`src/rtl/sram_arbiter_if.sv`:
```
// Requester-side handshake bundle for sram_arbiter: two single-word
// read/write request channels (req0_*, req1_*).
// master: requester side, slave: arbiter side.
interface sram_arbiter_if;
  logic        req0_valid;
  logic        req0_we;
  logic [18:0] req0_addr;
  logic [15:0] req0_wdata;
  logic        req0_ready;
  logic [15:0] req0_rdata;
  logic        req0_rvalid;

  logic        req1_valid;
  logic        req1_we;
  logic [18:0] req1_addr;
  logic [15:0] req1_wdata;
  logic        req1_ready;
  logic [15:0] req1_rdata;
  logic        req1_rvalid;

  modport master (
    output req0_valid, req0_we, req0_addr, req0_wdata,
    input  req0_ready, req0_rdata, req0_rvalid,
    output req1_valid, req1_we, req1_addr, req1_wdata,
    input  req1_ready, req1_rdata, req1_rvalid
  );

  modport slave (
    input  req0_valid, req0_we, req0_addr, req0_wdata,
    output req0_ready, req0_rdata, req0_rvalid,
    input  req1_valid, req1_we, req1_addr, req1_wdata,
    output req1_ready, req1_rdata, req1_rvalid
  );
endinterface

```
`src/rtl/sram_arbiter.sv`:
```
// sram_arbiter: two-requester arbiter/sequencer for a 512Kx16 async SRAM.
// Access sequence IDLE -> SETUP -> ACCESS (WAIT_CYCLES) -> HOLD -> IDLE with
// registered strobes. Define SRAM_ARB_ROUND_ROBIN_EN for round-robin
// arbitration; otherwise requester 0 has fixed priority.
module sram_arbiter #(
  parameter int unsigned WAIT_CYCLES = 2
) (
  input  logic          clk,
  input  logic          rst_n,
  sram_arbiter_if.slave req,
  output logic          busy,
  output logic [18:0]   sram_adr,
  output logic [15:0]   sram_dat_o,
  output logic          sram_dat_oe,
  input  logic [15:0]   sram_dat_i,
  output logic          sram_cs_n,
  output logic          sram_oe_n,
  output logic          sram_we_n
);

  typedef enum logic [1:0] {IDLE, SETUP, ACCESS, HOLD} state_t;

  localparam logic [3:0] WAIT_INIT = 4'(WAIT_CYCLES);

  state_t      state;
  logic [3:0]  cnt;
  logic        owner;
  logic        cur_we;

  logic        idle_ok;
  logic        gnt0;
  logic        gnt1;
  logic        xfer;
  logic        sel_we;
  logic [18:0] sel_addr;
  logic [15:0] sel_wdata;

`ifdef SRAM_ARB_ROUND_ROBIN_EN
  logic        last_gnt;

  // Remember which requester won the most recent transfer.
  always_ff @(posedge clk or negedge rst_n) begin
    if (!rst_n) begin
      last_gnt <= 1'b1;
    end else if (xfer) begin
      last_gnt <= gnt1;
    end
  end
`endif

  // Grant selection and combinational ready, only in IDLE and out of reset.
  always_comb begin
    idle_ok = (state == IDLE) && rst_n;
`ifdef SRAM_ARB_ROUND_ROBIN_EN
    gnt0 = req.req0_valid && (!req.req1_valid || last_gnt);
`else
    gnt0 = req.req0_valid;
`endif
    gnt1           = req.req1_valid && !gnt0;
    req.req0_ready = idle_ok && gnt0;
    req.req1_ready = idle_ok && gnt1;
    xfer           = idle_ok && (gnt0 || gnt1);
    sel_we         = gnt1 ? req.req1_we    : req.req0_we;
    sel_addr       = gnt1 ? req.req1_addr  : req.req0_addr;
    sel_wdata      = gnt1 ? req.req1_wdata : req.req0_wdata;
  end

  always_comb busy = (state != IDLE);

  // Access sequencer with registered SRAM strobes and read-data capture.
  always_ff @(posedge clk or negedge rst_n) begin
    if (!rst_n) begin
      state           <= IDLE;
      cnt             <= '0;
      owner           <= 1'b0;
      cur_we          <= 1'b0;
      sram_adr        <= '0;
      sram_dat_o      <= '0;
      sram_dat_oe     <= 1'b0;
      sram_cs_n       <= 1'b1;
      sram_oe_n       <= 1'b1;
      sram_we_n       <= 1'b1;
      req.req0_rdata  <= '0;
      req.req0_rvalid <= 1'b0;
      req.req1_rdata  <= '0;
      req.req1_rvalid <= 1'b0;
    end else begin
      req.req0_rvalid <= 1'b0;
      req.req1_rvalid <= 1'b0;
      case (state)
        IDLE: begin
          if (xfer) begin
            state       <= SETUP;
            owner       <= gnt1;
            cur_we      <= sel_we;
            cnt         <= WAIT_INIT;
            sram_adr    <= sel_addr;
            sram_cs_n   <= 1'b0;
            sram_dat_oe <= sel_we;
            if (sel_we) begin
              sram_dat_o <= sel_wdata;
            end
          end
        end
        SETUP: begin
          state <= ACCESS;
          if (cur_we) begin
            sram_we_n <= 1'b0;
          end else begin
            sram_oe_n <= 1'b0;
          end
        end
        ACCESS: begin
          if (cnt <= 4'd1) begin
            state     <= HOLD;
            sram_we_n <= 1'b1;
            sram_oe_n <= 1'b1;
            if (!cur_we) begin
              if (owner) begin
                req.req1_rdata  <= sram_dat_i;
                req.req1_rvalid <= 1'b1;
              end else begin
                req.req0_rdata  <= sram_dat_i;
                req.req0_rvalid <= 1'b1;
              end
            end
          end else begin
            cnt <= cnt - 4'd1;
          end
        end
        HOLD: begin
          state       <= IDLE;
          sram_cs_n   <= 1'b1;
          sram_dat_oe <= 1'b0;
        end
        default: state <= IDLE;
      endcase
    end
  end

endmodule
```
`src/flat_wrapper.sv`:
```
// flat-port wrapper written by rule: the top's interface ports become plain ports
module sram_arbiter_flat 
#(
  parameter int unsigned WAIT_CYCLES = 2
)
  (clk, rst_n, busy, sram_adr, sram_dat_o, sram_dat_oe, sram_dat_i, sram_cs_n, sram_oe_n, sram_we_n, req_req0_valid, req_req0_we, req_req0_addr, req_req0_wdata, req_req0_ready, req_req0_rdata, req_req0_rvalid, req_req1_valid, req_req1_we, req_req1_addr, req_req1_wdata, req_req1_ready, req_req1_rdata, req_req1_rvalid);
  sram_arbiter_if req_i ();
  input  logic clk;
  input  logic rst_n;
  output logic busy;
  output logic [18:0] sram_adr;
  output logic [15:0] sram_dat_o;
  output logic sram_dat_oe;
  input  logic [15:0] sram_dat_i;
  output logic sram_cs_n;
  output logic sram_oe_n;
  output logic sram_we_n;
  input wire logic [$bits(req_i.req0_valid)-1:0] req_req0_valid;
  input wire logic [$bits(req_i.req0_we)-1:0] req_req0_we;
  input wire logic [$bits(req_i.req0_addr)-1:0] req_req0_addr;
  input wire logic [$bits(req_i.req0_wdata)-1:0] req_req0_wdata;
  output wire logic [$bits(req_i.req0_ready)-1:0] req_req0_ready;
  output wire logic [$bits(req_i.req0_rdata)-1:0] req_req0_rdata;
  output wire logic [$bits(req_i.req0_rvalid)-1:0] req_req0_rvalid;
  input wire logic [$bits(req_i.req1_valid)-1:0] req_req1_valid;
  input wire logic [$bits(req_i.req1_we)-1:0] req_req1_we;
  input wire logic [$bits(req_i.req1_addr)-1:0] req_req1_addr;
  input wire logic [$bits(req_i.req1_wdata)-1:0] req_req1_wdata;
  output wire logic [$bits(req_i.req1_ready)-1:0] req_req1_ready;
  output wire logic [$bits(req_i.req1_rdata)-1:0] req_req1_rdata;
  output wire logic [$bits(req_i.req1_rvalid)-1:0] req_req1_rvalid;
  assign req_i.req0_valid = req_req0_valid;
  assign req_i.req0_we = req_req0_we;
  assign req_i.req0_addr = req_req0_addr;
  assign req_i.req0_wdata = req_req0_wdata;
  assign req_req0_ready = req_i.req0_ready;
  assign req_req0_rdata = req_i.req0_rdata;
  assign req_req0_rvalid = req_i.req0_rvalid;
  assign req_i.req1_valid = req_req1_valid;
  assign req_i.req1_we = req_req1_we;
  assign req_i.req1_addr = req_req1_addr;
  assign req_i.req1_wdata = req_req1_wdata;
  assign req_req1_ready = req_i.req1_ready;
  assign req_req1_rdata = req_i.req1_rdata;
  assign req_req1_rvalid = req_i.req1_rvalid;
  sram_arbiter #(.WAIT_CYCLES(WAIT_CYCLES)) u_core (.clk(clk), .rst_n(rst_n), .req(req_i), .busy(busy), .sram_adr(sram_adr), .sram_dat_o(sram_dat_o), .sram_dat_oe(sram_dat_oe), .sram_dat_i(sram_dat_i), .sram_cs_n(sram_cs_n), .sram_oe_n(sram_oe_n), .sram_we_n(sram_we_n));
endmodule
```
`config.mk`:
```
export PLATFORM = sky130hd
export DESIGN_NAME = sram_arbiter_flat
export DESIGN_NICKNAME = d
export VERILOG_FILES = /design/src/rtl/sram_arbiter_if.sv /design/src/rtl/sram_arbiter.sv /design/src/flat_wrapper.sv
export SDC_FILE = /design/constraint.sdc
export NUM_CORES = 1
export LEC_CHECK = 0
export ABC_AREA = 1
export CAP_MARGIN = 20
export CORE_MARGIN = 2
export CORE_UTILIZATION = 42
export DETAILED_ROUTE_END_ITERATION = 6
export HOLD_SLACK_MARGIN = 0.06
export PLACE_DENSITY = 0.81
export SLEW_MARGIN = 40
export SYNTH_ARGS = -nofsm -noshare
export SYNTH_HDL_FRONTEND = slang
export SYNTH_SLANG_ARGS = --single-unit
```
`constraint.sdc`:
```
create_clock -name clk -period 1.75 [get_ports clk]
set_input_delay 0.525 -clock clk [delete_from_list [all_inputs] [get_ports clk]]
set_output_delay 0.525 -clock clk [all_outputs]
set_load 0.02 [all_outputs]
```
======== Word-level counts from Yosys, hierarchy flattened ========
Cells that the tools add are included.
cells by class
  add/sub/neg operators ................... 1
  muxes and demuxes ....................... 26
  equal/unequal tests ..................... 8
  $lt $le $gt $ge ......................... 1
  bitwise logic cells ..................... 2
  reduce and logical (&&, ||, !) cells .... 21
operators by type and width
  kind                                                 number
  2-to-1 mux 19 bit                                    1
  2-to-1 mux 16 bit                                    1
  2-to-1 mux 1 bit                                     14
  AND reduction 3 bit                                  4
  2-to-1 mux 4 bit                                     2
  one-hot mux 1 bit (2 select lines)                   4
  one-hot mux 2 bit (4 select lines)                   1
  one-hot mux 4 bit (2 select lines)                   1
  AND reduction 4 bit                                  2
  nonzero test 2 bit                                   4
  != test 2 x 1 -> 1 bit, second input constant        3
  AND reduction 2 bit                                  3
  logical AND 1 bit                                    5
  equality test 2 bit, second input constant           2
  <= comparator 4 x 1 -> 1 bit, second input constant  1
  2-to-1 mux 2 bit                                     2
  != test 2 bit, second input constant                 2
  subtractor 4 x 1 -> 4 bit, second input constant     1
  equality test 2 x 1 -> 1 bit, second input constant  1
  zero test 2 bit                                      1
  inverter 1 bit                                       2
  zero test 1 bit                                      1
  logical OR 1 bit                                     1
storage, ports and cells
  input bits .............................. 92
  word-level logic and storage cells ...... 73
  register bits ........................... 81

======== Longest topological paths before layout ========
Gate-level depths: netlist (run 1).
  depth in word-level cells ............... 6
  mapped depth ............................ 10
  gate-level depth less buffers ........... 9

======== Worst setup path before layout (run 1) ========
Ideal clock, no wire load.
  path type ............................... input port to output port
  start point ............................. in req_req0_valid
  end point ............................... out req_req1_ready
  path slack .............................. -0.028 ns
  stages .................................. 5
  required time ........................... 1.225 ns
  arrival ................................. 1.253 ns
  path buffers ............................ 2
  path through ............................ inv_1 > nand2_1 > buf_2 > buf_2 > nor2_1
between the ends
  word-level cells in the longest chain between the ends .. 3
RTL lines
  what                RTL line            source
  start: declaration  flat_wrapper.sv:18  input wire logic [$bits(req_i.req0_valid)-1:0] req_req0_valid;
  zero test 1 bit     sram_arbiter.sv:59  gnt1 = req.req1_valid && !gnt0;
  logical AND 1 bit   sram_arbiter.sv:59
  logical AND 1 bit   sram_arbiter.sv:61  req.req1_ready = idle_ok && gnt1;
  end: declaration    flat_wrapper.sv:29  output wire logic [$bits(req_i.req1_ready)-1:0] req_req1_ready;
No other way between the ends.

======== Worst setup path after layout (run 1) ========
  start point ............................. reg u_core.state[0]
  end point ............................... out req_req1_ready
between the ends
  word-level cells in the longest chain between the ends .. 3
RTL lines
  what                      RTL line             source
  start: declaration        sram_arbiter.sv:25   state_t state;
  start signal: assignment  sram_arbiter.sv:73   state <= IDLE;
  start signal: assignment  sram_arbiter.sv:93   state <= SETUP;
  start signal: assignment  sram_arbiter.sv:106  state <= ACCESS;
  zero test 2 bit           sram_arbiter.sv:53   idle_ok = (state == IDLE) && rst_n;
  logical AND 1 bit         sram_arbiter.sv:53
  logical AND 1 bit         sram_arbiter.sv:61
No other way between the ends.

==> summary.md, run 1 <==
| Metric | Value |
|---|---|
| Run status | complete, but fails checks |
| Violated checks | setup timing |
| CTS buffer count | 9 |
| Fraction of layout cells with a size suffix above 1 | between 10% and 20% |
| Post-Syn Area | 0.00373 mm² |
| Fin. max-slew vios | 0 |
| Post-route setup slack | -0.0624 ns |
| Die Ht | between 90 and 100 µm |
| CTS clk-pin slew, worst paths | 0.09 ns |
| First-pass GRT wire length | between 15 and 20 mm |
| H-tree depth | 3 |
| Met2 global-route usage | around two fifths |
| Root Buffer | clkbuf_8 |
| Vias in the first global route | roughly 3.8k |
| Largest net degree at the start of global routing | 82 |
| RD Place Congestion | roughly 0.88 |
| Mean post-synth cell area | about 8.2 µm² |
| Period utilization | 104% |
| Worst path max stage delay | ~0.4 ns |
| Reg-to-Reg End | u_core.req.req0_rdata[0]$_DFFE_PN0P_ |
| Final WL | between 10 and 15 mm |
| Met1 GRT Util | between 20 and 30% |
| Clk_lat worst skew | about 0.34 ns |
| Reg2reg path depth | 10 |
| Initial Utilization | a little over two fifths |
| Seq pwr share | a little over a third |
| Pwr dens | 1620 mW/mm² |
| Core Area | about 0.0087 mm² |
| Drt via density | between 4 and 5 |
| Clk pwr share | approximately 14% |
| Final Critical Period | 1.81 ns |
| Routed Antenna Nets | 0 |
| Ant diodes | 0 |
| FF-to-FF Start | u_core.state[0]$_DFFE_PN0P_ |
| Detailed Routing Iterations Pass 1 | 4 |
| DR DRC count | 0 |
| Crit start category | flip-flop |
| Design Area, Final | between 0.005 and 0.006 mm² |
| Worst slack, placed | -0.644 ns |
| Dpl hpwl | slightly below 8 mm |
| Tightest Hold Check Type | input port to async pin |
| Area after DPL | approximately 0.0056 mm² |
| Simple-Gate Fraction of Synth Area | a little over a quarter |
| WP buf/inv | 2 |
| Worst EP arrival | approximately 1.3 ns |
| GR Util met3 | roughly 2.8% |
| Largest family of logic cells by synthesized area | simple AND/OR/NAND/NOR gates |
| Switching power | about 4100 µW |
| Via Count | around 3.7k |
| Most common cell after layout, fill and taps aside | nand2_1 |
| GRT busiest layer | met2 |
| DIE WIDTH | ~98 µm |
| Adder-cell share of the synthesized area | under 10% |
| Maximum vdd drop | between 0.0008 and 0.0009 V |
| Grt ovf | 0 |
| CP cell instances | inv_2, ha_4, nand2_4, nor2_4, buf_6 |
| Port Buffers | around 170 |
| CP max FO | 3 |
| Mapped Cells | 455 |
| RSZ-0062 raised after global routing | true |
| Synth Area in XOR/XNOR | less than 1% |
| Synth Area in Compound Gates | about 8.6% |
| LEAKAGE | just under 0.003 µW |
| R2R setup slack | between 0.1 and 0.15 ns |
| Crit path capture type | primary output |
| Fin cells | 750 |
| Sequential share of the synthesized area | 54.4% |
| Final setup viols | 3 |
| Final hold vios | 0 |
| Maxcap violations | 0 |
| Number of library cell types mapped by synthesis | 27 |
| Internal power | approximately 5400 µW |
| Placed Cells | 727 |
| CP Class | flip-flop to primary output |
| Slew margin rel. | between 50% and 60% |
| Post-synthesis mux area share | 0% |
| CTS Sinks | ~80 |
| Global-route usage over all layers | a little under a quarter |
| FF+latch count, synth | between 80 and 90 |
| CTS tree | built |
| Cell family with most CP delay | flip-flops |
| Worst Skew | 0.0109 ns |
| Layout area overhead | 56.1% |
| Num rows | 34 |
| Iteration-0 DRC Markers | 180 |
| Total Nets Final | approximately 740 |
| Maximum clock rate | about 550 MHz |
| Commonest non-fill, non-tap cells in the layout | 169 x nand2_1, 88 x clkdlybuf4s50_1, 78 x dfrtp_1 |
| Yosys warnings | 0 |
| Worst Path Required | approximately 1.2 ns |
| Combinational power share | 51.5% |
| # hold bufs at CTS | 0 |
| Slowest cell on the critical path | dfrtp_1 |
| Mapped Nets | between 500 and 600 |
| Least-Margin Pin Slew | between 0.7 and 0.8 ns |
| Initial antenna violation count | 0 |
| Die area | roughly 0.0097 mm² |
| Max Buffers Root-to-Sink | 2 |
| WL/cell | roughly 14 µm |
| Sw Share | a little over two fifths |
| Ports | 168 |
==> synth_stat cells (all sizes together) <==
| master | instances | area share, % |
|---|---|---|
| or2 | 1 | 0.17 |
| dfrtp | 78 | 52 |
| a31oi | 19 | 3.2 |
| o22ai | 2 | 0.50 |
| o21ai | 35 | 4.7 |
| xnor2 | 1 | 0.23 |
| ha | 6 | 2.0 |
| dfstp | 3 | 2.1 |
| nand3b | 1 | 0.20 |
| a21boi | 1 | 0.20 |
| buf | 20 | 2.9 |
| inv | 38 | 3.9 |
| nor2 | 31 | 3.3 |
| clkbuf | 4 | 0.44 |
| nand2 | 171 | 17 |
| nand3 | 44 | 6.5 |
==> repair_timing <==
item,CTS,global route
endpoints found under the setup margin,118,53
pin swaps,1,1
resized for setup,108,6
buffers inserted,5,2
==> routing by layer <==
layer / part of all wire [%] / vias to the layer above
met5: 0 / -
met3: 3.9 / 26
met2: 52 / 116
met4: 3.0 / 0
met1: 41 / 1749
li1: - / 1809
==> cells by family after synthesis <==
kind of cell,Yosys count
and+or+nand+nor,248
DFF,81
buffers and inverters,62
AOI/OAI and AO/OA,57
adders and majority gates,6
xor gates and xnor gates,1
==> layout make-up <==
| cell class | instances | area [µm²] |
|---|---|---|
| well taps | 108 | 135 |
| multi-input cells | 312 | 1480 |
| flip-flops and latches | 81 | 2030 |
| clock inverters | 6 | 48.8 |
| inverters | 38 | 145 |
| fillers | 709 | 2860 |
| clock buffers | 10 | 138 |
| repair buffers | 195 | 1850 |
==> per-stage QoR <==
stage / total power [µW] / utilization, % / hold WS (ns) / TNS [ns]
floorplan: 5920 / - / 0.229 / 0
global placement: 8390 / 64.7 / 0.452 / -20.44
detailed placement: 8570 / 64.8 / 0.457 / -22.87
CTS: 9400 / 66.8 / 0.359 / -0.153
global route: 10100 / 67.1 / 0.391 / -0.346
finish: 9420 / 67.1 / 0.336 / -0.144
==> worst reg2reg max path, delay by kind of cell, from the launching register on <==
family	cells	cell delay, ns
AOI/OAI and AO/OA	1	0.09
and+or+nand+nor	3	0.29
adders and majority gates	1	0.17
DFF	1	0.40
buffers and inverters	5	0.57
==> worst max-delay path by stage <==
stage	from	endpoint	slack [ns]	cells past startpoint
2_1_floorplan	req_req0_valid	req_req0_ready	0.008	4
3_3_place_gp	req_req0_valid	req_req0_ready	-0.60	4
3_5_place_dp	req_req0_valid	req_req0_ready	-0.64	4
4_1_cts	u_core.state[0]$_DFFE_PN0P_	req_req0_ready	-0.07	5
5_1_grt	u_core.state[0]$_DFFE_PN0P_	req_req1_ready	-0.14	5
6_report	u_core.state[0]$_DFFE_PN0P_	req_req1_ready	-0.06	5
==> sequential cells by signal, indices dropped and copies added (netlist names) <==
name,flops
u_core.req.req0_rdata,16
u_core.sram_cs_n,1
u_core.req.req0_rvalid,1
u_core.sram_oe_n,1
u_core.cnt,4
u_core.sram_we_n,1
u_core.state,2
u_core.sram_dat_o,16
u_core.cur_we,1
u_core.sram_dat_oe,1
u_core.req.req1_rvalid,1
u_core.sram_adr,19
u_core.req.req1_rdata,16
u_core.owner,1
==> power by group through the flow <==
stage / Sequential [µW] / Clock [µW] / Combinational, µW
floorplan: 4330 / 0 / 1580
global placement: 3290 / 0 / 5100
detailed placement: 3330 / 0 / 5240
CTS: 3290 / 1320 / 4790
global route: 3410 / 1400 / 5290
finish: 3290 / 1280 / 4850
(Power assumes the default switching activity.)
==> run 2: changes to the inputs <==
--- a/config.mk
+++ b/config.mk
@@ -10,6 +10,7 @@
 export CORE_MARGIN = 2
 export CORE_UTILIZATION = 42
 export DETAILED_ROUTE_END_ITERATION = 6
+export GPL_ROUTABILITY_DRIVEN = 0
 export HOLD_SLACK_MARGIN = 0.06
 export PLACE_DENSITY = 0.81
 export SLEW_MARGIN = 40
==> results of run 2 <==
Same layout as run 1: the final DEF is identical, and so are final timing and power.
==> run 3: changes to the inputs <==
--- a/config.mk
+++ b/config.mk
@@ -9,6 +9,7 @@
 export CAP_MARGIN = 20
 export CORE_MARGIN = 2
 export CORE_UTILIZATION = 42
+export CTS_CLUSTER_SIZE = 40
 export DETAILED_ROUTE_END_ITERATION = 6
 export GPL_ROUTABILITY_DRIVEN = 0
 export HOLD_SLACK_MARGIN = 0.06
==> results of run 3 <==
Same layout as run 1: the final DEF is identical, and so are final timing and power.
